--- src/rtl/matmul_4x4_seq_ctrl.sv ---
// rtl/matmul_4x4_seq_ctrl.sv - fetch/compute/write sequencer for the 4x4 int8 systolic matmul.
// Optional COMPUTE watchdog enabled by defining MATMUL_CTRL_TIMEOUT_EN.
module matmul_4x4_seq_ctrl #(
  parameter int ADDR_WIDTH     = 7,
  parameter int MAT_SIZE       = 4,
  parameter int RD_LATENCY     = 1,
  parameter int TIMEOUT_CYCLES = 64
) (
  input  logic                  clk_i,
  input  logic                  reset_i,
  input  logic                  start_mat_mul_i,
  input  logic [ADDR_WIDTH-1:0] a_loc_i,
  input  logic [ADDR_WIDTH-1:0] b_loc_i,
  input  logic [ADDR_WIDTH-1:0] c_loc_i,
  output logic                  a_en_o,
  output logic [ADDR_WIDTH-1:0] a_addr_o,
  output logic                  b_en_o,
  output logic [ADDR_WIDTH-1:0] b_addr_o,
  output logic                  array_start_o,
  input  logic                  array_done_i,
  output logic                  c_we_o,
  output logic [ADDR_WIDTH-1:0] c_addr_o,
  output logic [1:0]            c_row_sel_o,
  output logic                  busy_o,
  output logic                  done_mat_mul_o,
  output logic                  error_o
);

  localparam int KW = (MAT_SIZE > 1) ? $clog2(MAT_SIZE) : 1;

  typedef enum logic [2:0] {
    S_IDLE,
    S_FETCH,
    S_COMPUTE,
    S_WRITE,
    S_DONE
  } state_e;

  state_e                state_q, state_d;
  logic [KW-1:0]         k_q, k_d;
  logic [ADDR_WIDTH-1:0] a_base_q, a_base_d;
  logic [ADDR_WIDTH-1:0] b_base_q, b_base_d;
  logic [ADDR_WIDTH-1:0] c_base_q, c_base_d;
  logic [RD_LATENCY-1:0] launch_q, launch_d;
  logic                  launched_q, launched_d;
  logic                  error_q, error_d;
  logic                  last_k;
  logic                  wd_expire;

  assign last_k        = (k_q == KW'(MAT_SIZE - 1));
  // array_start trails the first fetch cycle by the BRAM read latency
  assign array_start_o = launch_q[RD_LATENCY-1];
  assign error_o       = error_q;

`ifdef MATMUL_CTRL_TIMEOUT_EN
  localparam int TW = $clog2(TIMEOUT_CYCLES + 1);
  logic [TW-1:0] wd_q, wd_d;

  assign wd_expire = (wd_q == TW'(TIMEOUT_CYCLES - 1));

  always_comb begin
    wd_d = '0;
    if (state_q == S_COMPUTE) wd_d = wd_q + TW'(1);
  end

  always_ff @(posedge clk_i) begin
    if (reset_i) wd_q <= '0;
    else         wd_q <= wd_d;
  end
`else
  assign wd_expire = 1'b0;
`endif

  always_comb begin
    state_d        = state_q;
    k_d            = k_q;
    a_base_d       = a_base_q;
    b_base_d       = b_base_q;
    c_base_d       = c_base_q;
    error_d        = error_q;
    launched_d     = launched_q | array_start_o;
    a_en_o         = 1'b0;
    b_en_o         = 1'b0;
    a_addr_o       = '0;
    b_addr_o       = '0;
    c_we_o         = 1'b0;
    c_addr_o       = '0;
    c_row_sel_o    = 2'd0;
    busy_o         = 1'b0;
    done_mat_mul_o = 1'b0;

    launch_d[0] = (state_q == S_FETCH) && (k_q == '0);
    for (int i = 1; i < RD_LATENCY; i++) launch_d[i] = launch_q[i-1];

    case (state_q)
      S_IDLE: begin
        if (start_mat_mul_i) begin
          a_base_d   = a_loc_i;
          b_base_d   = b_loc_i;
          c_base_d   = c_loc_i;
          k_d        = '0;
          error_d    = 1'b0;
          launched_d = 1'b0;
          state_d    = S_FETCH;
        end
      end
      S_FETCH: begin
        busy_o   = 1'b1;
        a_en_o   = 1'b1;
        b_en_o   = 1'b1;
        a_addr_o = a_base_q + ADDR_WIDTH'(k_q);
        b_addr_o = b_base_q + ADDR_WIDTH'(k_q);
        k_d      = k_q + KW'(1);
        if (last_k) begin
          k_d     = '0;
          state_d = S_COMPUTE;
        end
      end
      S_COMPUTE: begin
        busy_o = 1'b1;
        // a done seen before the array was actually launched cannot belong to this job
        if (array_done_i && launched_q) begin
          k_d     = '0;
          state_d = S_WRITE;
        end else if (wd_expire) begin
          error_d = 1'b1;
          state_d = S_DONE;
        end
      end
      S_WRITE: begin
        busy_o      = 1'b1;
        c_we_o      = 1'b1;
        c_addr_o    = c_base_q + ADDR_WIDTH'(k_q);
        c_row_sel_o = 2'(k_q);
        k_d         = k_q + KW'(1);
        if (last_k) begin
          k_d     = '0;
          state_d = S_DONE;
        end
      end
      S_DONE: begin
        done_mat_mul_o = 1'b1;
        if (!start_mat_mul_i) state_d = S_IDLE;
      end
      default: state_d = S_IDLE;
    endcase
  end

  always_ff @(posedge clk_i) begin
    if (reset_i) begin
      state_q    <= S_IDLE;
      k_q        <= '0;
      a_base_q   <= '0;
      b_base_q   <= '0;
      c_base_q   <= '0;
      launch_q   <= '0;
      launched_q <= 1'b0;
      error_q    <= 1'b0;
    end else begin
      state_q    <= state_d;
      k_q        <= k_d;
      a_base_q   <= a_base_d;
      b_base_q   <= b_base_d;
      c_base_q   <= c_base_d;
      launch_q   <= launch_d;
      launched_q <= launched_d;
      error_q    <= error_d;
    end
  end

endmodule
--- config.mk ---
export PLATFORM = sky130hd
export DESIGN_NAME = matmul_4x4_seq_ctrl
export DESIGN_NICKNAME = d
export VERILOG_FILES = /design/src/rtl/matmul_4x4_seq_ctrl.sv
export SDC_FILE = /design/constraint.sdc
export NUM_CORES = 1
export LEC_CHECK = 0
export CAP_MARGIN = 15
export CELL_PAD_IN_SITES_DETAIL_PLACEMENT = 0
export CELL_PAD_IN_SITES_GLOBAL_PLACEMENT = 1
export CORE_MARGIN = 4
export CORE_UTILIZATION = 32
export DETAILED_ROUTE_END_ITERATION = 8
export PLACE_DENSITY_LB_ADDON = 0.1
export SLEW_MARGIN = 20
export SYNTH_ARGS = -nofsm -noshare
export SYNTH_HDL_FRONTEND = slang
export SYNTH_SLANG_ARGS = --single-unit
--- constraint.sdc ---
create_clock -name clk_i -period 2.05 [get_ports clk_i]
set_clock_uncertainty 0.05 [all_clocks]
set_input_delay 0.615 -clock clk_i [delete_from_list [all_inputs] [get_ports clk_i]]
set_output_delay 0.615 -clock clk_i [all_outputs]
set_load 0.02 [all_outputs]
==> flow_summary.ini <==
[status]
status = finished, violations left
violations = setup timing

[critical_path]
r2r-start = state_q[2]
start_kind = flop
worstPathCellList = ha_4 > fa_2 > buf_6 > nand3_4 > xor2_2 > nor2_2 > buf_6
r2r-end = c_base_q[0]
slowest_stage = dfxtp_4
crit_required_ns = 1.38
worst-r2r-cell-count = 5
critPathTopFamily = adder cells
path_common_cell = buf_6
crit_arrival_ns = 1.73
endpoint_kind = primary output
cp_slowest_stage_delay_ns = 0.39
cp_num_buf_inv = 2
worstPathMaxFanout = 4
crit_type = flop to primary output
r2r_setup_slack_ns = 0.41

[power_and_ir_drop]
power_leakage_uw = 0.00108
total_power_uw = 1260
power_density_nw_per_um2 = 447
ir_drop_mv = 0.328

[clock_tree]
clock-root-buffer = clkbuf_8
h-tree-depth = 1
cts_hold_buf = 0
tritoncts = done
path_clk_slew_ns = 0.10
cts.sinks = 28
numCtsBuffers = 3
clock_latency_ns = 0.28
clk_path_buf_depth = 2

[placement]
port_buffers = 53
place.gp.congestion = 0.805
dp.cells = 350
hpwl_mm = 3.35

[drt]
via_count = 1709
wirelength_mm = 4.58
via_per_inst = 4.72
final_antenna_net_count = 0
firstDrtPassIters = 4
wl_per_cell_um = 12.7
drc = 0
dr.first_iter.drc_count = 50

[cells_and_area]
finish.utilization_pct = 58.5
seq_area_sq_um = 573
drive_gt1_share_pct = 42.4
area_delta_synth_final_pct = 73.3
fill_cells = 485
final_cell_mix = nand2_1 (46), buf_4 (40), buf_6 (27)
instances_no_fill = 362
antenna_cells = 0
final_common_cell = nand2_1
nNetsFinal = 332
multi_input_area_sq_um = 1200

[yosys]
async_flop_share_pct = 0
yosys_warnings = 0
synth-seq-cells = 28
synthDistinctLibCells = 32
yosysSeqAreaShare_pct = 34.5
synth_edf_count = 0
syn_nets = 246
syn_area_sq_um = 1630
synthFlopType = dfxtp_1
synth_cells = 210
avgSynthCellArea_sq_um = 7.74

[global_routing]
grt_overflow_total = 0
grt_pass1_wl_mm = 7.65
track_usage_pct = 15.3
grt_antenna_before_repair = 0
first_global_vias = 1691
grt_start_max_net_pins = 22

[timing]
fin_crit_ns = 2.40
fin_ws_ns = -0.348
final.setup.tns_ns = -5.07
final-setup-viol-count = 20
slew_viol_final = 0
rsz0062_at_grt = yes
timing_hold_violations_final = 0
fmax_ghz = 0.417
min_period_over_period_pct = 117

[hold_path]
whs_endpoint = launched_q
worstHoldStart = array_start_o
hp-class = flop to flop
min_path_cells = 2

[floorplan]
ioPinCount = 55
start_util_pct = 33.7
die_h_um = 79.3
die-width_um = 79.3
fp.dieArea_sq_um = 6280
placement_rows = 25
core_area_sq_um = 4820

[job]
drv_cap = 0
==> synthesized netlist by cell type, types with 3 or more instances <==
master / count / area (sq um)
fa_1: 3 / 60.1
ha_1: 8 / 100
buf_6: 3 / 33.8
nor2_1: 13 / 48.8
nand2_1: 46 / 173
buf_2: 4 / 20.0
xor2_1: 4 / 35.0
o21ai_0: 9 / 45.0
a21oi_1: 35 / 175
xnor2_1: 3 / 26.3
and2_1: 7 / 43.8
buf_4: 3 / 22.5
nand3_1: 7 / 35.0
or3_1: 9 / 56.3
inv_1: 7 / 26.3
dfxtp_1: 28 / 561
==> repair_timing <==
action                                  in CTS  in global routing
endpoints found under the setup margin      28                 27
pin swaps                                   18                 14
resized for setup                          174                 33
buffers inserted                             5                  3
==> sequential cells by signal, indices dropped and copies added (netlist names) <==
signal and cells:
b_base_q 7, launched_q 1, state_q 3, k_q 2
array_start_o 1, c_base_q 7, a_base_q 7
==> per-layer routing <==
metal  up-vias  GRT usage, %  routed length (um)
met5         -             0                   0
met4         0          2.58                  29
met3         4          3.51                 226
met2        38          27.5                2270
met1       792          18.8                2050
li1        875             -                   -
==> stage by stage <==
stage | setup WS (ns) | hold slack (ns) | cell area (sq um)
2_1_floorplan | -0.0184 | 0.390 | 1700
3_3_place_gp | -0.554 | 0.400 | 2470
3_5_place_dp | -0.564 | 0.405 | 2470
4_1_cts | -0.393 | 0.430 | 2690
5_1_grt | -0.427 | 0.465 | 2820
6_report | -0.348 | 0.428 | 2820
==> worst max path at each step <==
stage / slack [ns] / cells past startpoint / startpoint / endpoint
after floorplan: -0.02 / 5 / k_q[0] / b_addr_o[6]
after global placement: -0.55 / 7 / k_q[0] / b_addr_o[4]
after detailed placement: -0.56 / 7 / k_q[0] / b_addr_o[4]
after CTS: -0.39 / 7 / k_q[0] / b_addr_o[4]
after global routing: -0.43 / 7 / k_q[0] / a_addr_o[4]
final: -0.35 / 7 / k_q[0] / b_addr_o[4]
==> worst reg2reg max path, stage by stage, from the launching register on <==
cell     delay [ns]
dfxtp_2        0.34
buf_6          0.12
buf_4          0.14
or4b_4         0.69
nand2_1        0.13
a21oi_1        0.06
==> where the power goes <==
| part | internal (uW) | total, uW | switching, uW |
|---|---|---|---|
| Clock | 172 | 345 | 173 |
| Sequential | 574 | 605 | 30.9 |
| Combinational | 164 | 309 | 145 |
==> logic make-up after synthesis <==
family | Yosys count | share of synthesized area, %
simple gates | 96 | 29.6
xor+xnor | 7 | 3.77
buf+inv | 20 | 7.01
other cells | 1 | 0.231
fa+ha+maj | 11 | 9.85
flops | 28 | 34.5
compound gates | 47 | 15.1
==> cell type report <==
class	count	share of cell area, %
inverter	7	1.02
timing repair buffer	94	31.1
multi-input combinational	162	42.6
sequential	28	20.3
clock buffer	4	1.95
tap	67	2.98
No activity file was read; power rests on OpenSTA's default activity.
